File: src/rtl/align_shifter_if.sv
// Handshake bundle for the alignment right-shifter.
// Carries operand, shift amount, tag and result fields.
interface align_shifter_if #(
    parameter int DataWidth = 24,
    parameter int MaxShift  = 26,
    parameter int TagWidth  = 4
);
    localparam int ShiftWidth = $clog2(MaxShift + 1);

    logic                  valid_i;
    logic                  ready_o;
    logic [DataWidth-1:0]  data_i;
    logic [ShiftWidth-1:0] shift_amount_i;
    logic [TagWidth-1:0]   tag_i;
    logic                  valid_o;
    logic                  ready_i;
    logic [DataWidth-1:0]  data_o;
    logic                  guard_o;
    logic                  round_o;
    logic                  sticky_o;
    logic [TagWidth-1:0]   tag_o;

    modport slave (
        input  valid_i, data_i, shift_amount_i, tag_i, ready_i,
        output ready_o, valid_o, data_o, guard_o, round_o,
        output sticky_o, tag_o
    );

    modport master (
        output valid_i, data_i, shift_amount_i, tag_i, ready_i,
        input  ready_o, valid_o, data_o, guard_o, round_o,
        input  sticky_o, tag_o
    );
endinterface

File: src/rtl/align_shifter.sv
// Pipelined significand right-shifter for FP add alignment.
// One stage per shift bit; low bits fold into sticky.
module align_shifter #(
    parameter int DataWidth = 24,
    parameter int MaxShift  = 26,
    parameter int TagWidth  = 4
) (
    input  logic          clk_i,
    input  logic          rst_ni,
    align_shifter_if.slave bus
);
    localparam int W          = DataWidth + 2;
    localparam int ShiftWidth = $clog2(MaxShift + 1);
    localparam logic [ShiftWidth-1:0] MaxSh = ShiftWidth'(MaxShift);

    logic [W-1:0]          r_v   [ShiftWidth];
    logic                  r_s   [ShiftWidth];
    logic [ShiftWidth-1:0] r_sh  [ShiftWidth];
    logic [TagWidth-1:0]   r_tag [ShiftWidth];
    logic                  r_vld [ShiftWidth];

    logic [W-1:0]          w_nv   [ShiftWidth];
    logic                  w_ns   [ShiftWidth];
    logic [ShiftWidth-1:0] w_nsh  [ShiftWidth];
    logic [TagWidth-1:0]   w_ntag [ShiftWidth];
    logic                  w_nvld [ShiftWidth];

    logic                  w_adv;
    logic [ShiftWidth-1:0] w_sh_clamp;

    // OR of the n lowest bits of v (bits about to leave the vector)
    function automatic logic low_or(input logic [W-1:0] v, input int n);
        logic acc;
        acc = 1'b0;
        for (int i = 0; i < W; i++) begin
            if (i < n) acc = acc | v[i];
        end
        return acc;
    endfunction

    // whole pipe moves unless a finished result is blocked downstream
    assign w_adv       = bus.ready_i || !r_vld[ShiftWidth-1];
    assign bus.ready_o = w_adv;

    // saturate oversize shifts so everything lands in sticky
    always_comb begin
        w_sh_clamp = bus.shift_amount_i;
        if (bus.shift_amount_i > MaxSh) w_sh_clamp = MaxSh;
    end

    // per-stage next value: take predecessor, apply shift by 2^k if bit k set
    always_comb begin
        for (int k = 0; k < ShiftWidth; k++) begin
            if (k == 0) begin
                w_nv[k]   = {bus.data_i, 2'b00};
                w_ns[k]   = 1'b0;
                w_nsh[k]  = w_sh_clamp;
                w_ntag[k] = bus.tag_i;
                w_nvld[k] = bus.valid_i && w_adv;
            end else begin
                w_nv[k]   = r_v[(k > 0) ? k - 1 : 0];
                w_ns[k]   = r_s[(k > 0) ? k - 1 : 0];
                w_nsh[k]  = r_sh[(k > 0) ? k - 1 : 0];
                w_ntag[k] = r_tag[(k > 0) ? k - 1 : 0];
                w_nvld[k] = r_vld[(k > 0) ? k - 1 : 0];
            end
            if (w_nsh[k][k]) begin
                w_ns[k] = w_ns[k] | low_or(w_nv[k], 2 ** k);
                w_nv[k] = w_nv[k] >> (2 ** k);
            end
        end
    end

    // stage registers; all hold together on a downstream stall
    always_ff @(posedge clk_i or negedge rst_ni) begin
        if (!rst_ni) begin
            for (int k = 0; k < ShiftWidth; k++) begin
                r_v[k]   <= '0;
                r_s[k]   <= 1'b0;
                r_sh[k]  <= '0;
                r_tag[k] <= '0;
                r_vld[k] <= 1'b0;
            end
        end else if (w_adv) begin
            for (int k = 0; k < ShiftWidth; k++) begin
                r_v[k]   <= w_nv[k];
                r_s[k]   <= w_ns[k];
                r_sh[k]  <= w_nsh[k];
                r_tag[k] <= w_ntag[k];
                r_vld[k] <= w_nvld[k];
            end
        end
    end

    assign bus.valid_o  = r_vld[ShiftWidth-1];
    assign bus.data_o   = r_v[ShiftWidth-1][W-1:2];
    assign bus.guard_o  = r_v[ShiftWidth-1][1];
    assign bus.round_o  = r_v[ShiftWidth-1][0];
    assign bus.sticky_o = r_s[ShiftWidth-1];
    assign bus.tag_o    = r_tag[ShiftWidth-1];
endmodule

File: src/flat_wrapper.sv
// flat-port wrapper written by rule: the top's interface ports become plain ports
module align_shifter_flat 
#(
    parameter int DataWidth = 24,
    parameter int MaxShift  = 26,
    parameter int TagWidth  = 4
)
  (clk_i, rst_ni, bus_valid_i, bus_data_i, bus_shift_amount_i, bus_tag_i, bus_ready_i, bus_ready_o, bus_valid_o, bus_data_o, bus_guard_o, bus_round_o, bus_sticky_o, bus_tag_o);
  align_shifter_if #(.DataWidth(DataWidth), .MaxShift(MaxShift), .TagWidth(TagWidth)) bus_i ();
  input  logic clk_i;
  input  logic rst_ni;
  input wire logic [$bits(bus_i.valid_i)-1:0] bus_valid_i;
  input wire logic [$bits(bus_i.data_i)-1:0] bus_data_i;
  input wire logic [$bits(bus_i.shift_amount_i)-1:0] bus_shift_amount_i;
  input wire logic [$bits(bus_i.tag_i)-1:0] bus_tag_i;
  input wire logic [$bits(bus_i.ready_i)-1:0] bus_ready_i;
  output wire logic [$bits(bus_i.ready_o)-1:0] bus_ready_o;
  output wire logic [$bits(bus_i.valid_o)-1:0] bus_valid_o;
  output wire logic [$bits(bus_i.data_o)-1:0] bus_data_o;
  output wire logic [$bits(bus_i.guard_o)-1:0] bus_guard_o;
  output wire logic [$bits(bus_i.round_o)-1:0] bus_round_o;
  output wire logic [$bits(bus_i.sticky_o)-1:0] bus_sticky_o;
  output wire logic [$bits(bus_i.tag_o)-1:0] bus_tag_o;
  assign bus_i.valid_i = bus_valid_i;
  assign bus_i.data_i = bus_data_i;
  assign bus_i.shift_amount_i = bus_shift_amount_i;
  assign bus_i.tag_i = bus_tag_i;
  assign bus_i.ready_i = bus_ready_i;
  assign bus_ready_o = bus_i.ready_o;
  assign bus_valid_o = bus_i.valid_o;
  assign bus_data_o = bus_i.data_o;
  assign bus_guard_o = bus_i.guard_o;
  assign bus_round_o = bus_i.round_o;
  assign bus_sticky_o = bus_i.sticky_o;
  assign bus_tag_o = bus_i.tag_o;
  align_shifter #(.DataWidth(DataWidth), .MaxShift(MaxShift), .TagWidth(TagWidth)) u_core (.clk_i(clk_i), .rst_ni(rst_ni), .bus(bus_i));
endmodule
File: config.mk
export PLATFORM = sky130hd
export DESIGN_NAME = align_shifter_flat
export DESIGN_NICKNAME = d
export VERILOG_FILES = /design/src/rtl/align_shifter_if.sv /design/src/rtl/align_shifter.sv /design/src/flat_wrapper.sv
export SDC_FILE = /design/constraint.sdc
export NUM_CORES = 1
export LEC_CHECK = 0
export BUFFER_PORTS_ARGS = -buffer_cell sky130_fd_sc_hd__buf_2
export CAP_MARGIN = 10
export CORE_MARGIN = 3
export CORE_UTILIZATION = 62
export CTS_BUF_LIST = sky130_fd_sc_hd__clkbuf_4
export CTS_CLUSTER_SIZE = 8
export DETAILED_ROUTE_END_ITERATION = 8
export PLACE_DENSITY_LB_ADDON = 0.1
export SYNTH_ARGS = -nofsm -noshare
export SYNTH_HDL_FRONTEND = slang
export SYNTH_SLANG_ARGS = --single-unit
export TNS_END_PERCENT = 20
File: constraint.sdc
create_clock -name clk_i -period 1.5 [get_ports clk_i]
set_input_delay 0.3 -clock clk_i [delete_from_list [all_inputs] [get_ports clk_i]]
set_output_delay 0.3 -clock clk_i [all_outputs]
set_load 0.02 [all_outputs]
==> metrics <==
status finished, violations left; failing checks setup timing; Post-DRT Antenna Nets 0; CTS sink cnt 168; Post-Route Utilization 0.7159; Core Area 12060 sq um; CTS buffer count 17; Placed Area 8000 sq um; Post-Syn Area 7709 sq um; number of flops mapped to enable cells by yosys 0; maximum vdd drop 0.8258 mV; # DRC 0; vias in the first global route 5212; CP Class reg -> reg; area leader, netlist dfrtp_1; Clock Latency Late Sink 0.55 ns; port buffer count 69; slew of the pin with the lowest slew margin 0.4113 ns; 1st-pass router iterations 5; largest net degree at the start of global routing 82; design area 8635 sq um; post-synthesis cell type count 26; Synth area leaders dfrtp_1 (55%), nand2_1 (12%), mux2i_1 (9.5%); RR Endpoint u_core.r_v[123]; Arr. time, crit path 2.01 ns; Placement Setup Slack 0.1837 ns; first-iteration detailed-routing DRC count 396; GRT Overall Usage 0.2191; ys flop type dfrtp_1; DR WL/cell 14.20 microns; CTS root buffer clkbuf_4; Mapped Cells 793; clock buffer depth 2; Crit. End Element register; relative slew slack 0.7258; Net Count, Synth 830; GPL Wtd Cong 0.8008; Final Setup Violations 4; fin crit period 1.590 ns; Reg2Reg Depth 7; Ys Warns 0; Post-synth ARST share 1.000; Crit Path Max Fanout 53; pins over their slew limit 0; Die Wd 117.5 microns; synthesized area per cell 9.721 sq um; RSZ-0062 raised after global routing true; die area 13810 sq um; row count 40; final WL 14610 microns; critical path startpoint category register; hold violation total from the final report 0; total congestion overflow 0; Ports 70; Area growth syn-to-layout 12.01%; synthesized flop and latch total 168; worst hold path cell count 3; global-route wire length before repair 24820 microns; max-cap viol count 0; post-route setup slack -0.09007 ns; worst r2r src u_core.bus.valid_o; initial antenna violation count 1; fill cell count 923; Layout Nets 888; layout cell share with drive strength beyond 1 0.1465; fmax 628.9 MHz; via count 5446; Critical Path RT 1.92 ns; Die Ht 117.5 microns; vias per std cell 5.293; worst reg2reg setup slack -0.09 ns; worst min-delay path class in -> reg; top-area cell type share of the netlist area 0.5454; hold_sp bus_data_i[23]; clock transition at the registers of the reported paths 0.12 ns; leakage power 4.127 nW; Initial Utilization 0.6391; clock skew 0.01320 ns; sequential element share of the synthesized area 0.5454; fin crit share 1.060; H-tree Lvls 4; CTS tree done; Power Dens Cells 1895 nW/um^2; hold path endpoint u_core.r_v[129]; Final HPWL DP 9935 microns
==> registers in the layout (all words and copies together), names as in the netlist <==
register	flops
u_core.bus.guard_o	1
u_core.r_tag	16
u_core.bus.tag_o	4
u_core.r_s	3
u_core.r_v	103
u_core.bus.round_o	1
u_core.bus.sticky_o	1
u_core.bus.valid_o	1
u_core.bus.data_o	24
u_core.r_vld	4
u_core.r_sh	10
==> cell usage after synthesis, types with 4 or more instances <==
master      n
a31oi_1    24
a21oi_1    27
nor2_1     28
dfrtp_1   168
mux2i_1    73
buf_6      15
clkbuf_1   11
nand2_1   237
o21ai_0    98
nor4_1      4
buf_4      40
buf_2      19
nand3b_1   30
==> through the flow <==
step | hold WS, ns | TNS, ns | std cells | power [mW]
6_report | 0.04126 | -0.1688 | 1029 | 16.37
3_3_place_gp | 0.2472 | 0 | 966 | 13.51
5_1_grt | 0.01356 | -3.289 | 1029 | 17.61
4_1_cts | 0.003425 | -0.09696 | 1027 | 16.42
2_1_floorplan | 0.004409 | 0 | 793 | 12.46
3_5_place_dp | 0.2482 | 0 | 966 | 13.77
==> cell type report <==
type	instances	area [sq um]	area share
antenna	1	2.502	0.0002898
clock buffer	22	165.2	0.01913
clock inverter	6	102.6	0.01188
inverter	2	12.51	0.001449
multi-input combinational	537	2899	0.3357
sequential	168	4204	0.4869
tap	168	210.2	0.02434
timing repair buffer	125	1039	0.1203
==> cell usage in the layout, fill, tap and decap left out, types with 4 or more instances in the layout <==
master	instances
o21ai_0	88
o21ai_1	13
buf_2	67
buf_12	13
a31oi_1	22
nand2_1	237
nand3b_1	30
mux2i_1	73
nor2_1	28
a21oi_1	27
dlygate4sd3_1	31
clkbuf_4	22
dfrtp_1	168
nor4_1	4
buf_4	11
==> power by group <==
group	switching, mW	leakage (nW)	total (mW)	internal [mW]
combinational	3.30	1.90	5.88	2.58
clock	1.37	0.151	2.57	1.20
sequential	1.44	2.07	7.92	6.48
==> cell families after synthesis <==
family / synth area share
AND/OR/NAND/NOR: 0.1701
flip-flops: 0.5454
buffers and inverters: 0.08018
multiplexers: 0.09479
AO/OA/AOI/OAI: 0.1096
==> worst max path at each step <==
stage                                  start         endpoint  slack, ns  depth (start not counted)
final                     u_core.bus.valid_o  u_core.r_v[123]      -0.09                          7
after global routing      u_core.bus.valid_o      bus_ready_o      -0.14                          3
after CTS                 u_core.bus.valid_o      bus_ready_o       -0.1                          3
after detailed placement         bus_ready_i   u_core.r_v[92]       0.18                          5
after global placement           bus_ready_i   u_core.r_v[40]       0.24                          5
after floorplan           u_core.bus.valid_o      bus_ready_o       0.16                          5
==> metal layers <==
layer  global-route usage  routed length (microns)  vias to the layer above  share of wire
met5                    0                        0                        -              0
met4              0.07912                      287                        0          0.020
met1               0.3006                     6817                     2555           0.47
met3              0.04421                      524                       20          0.036
met2               0.3515                     6982                      108           0.48
li1                     -                        -                     2763              -
==> repair_timing <==
action | in CTS | in global routing
hold endpoints to repair | 187 | 0
gates cloned | 0 | 0
gates resized for setup | 4 | 13
setup buffers | 2 | 1
endpoints found under the setup margin | 1 | 3
hold buffers | 31 | 0
==> worst max-delay path, stage by stage (launching register included) <==
cell,delay [ns]
dfrtp_1,0.40
nor2b_4,0.14
buf_4,0.13
buf_4,0.13
buf_12,0.14
buf_12,0.17
a31oi_1,0.23
a21oi_1,0.11
No activity file was read; power rests on OpenSTA's default activity.
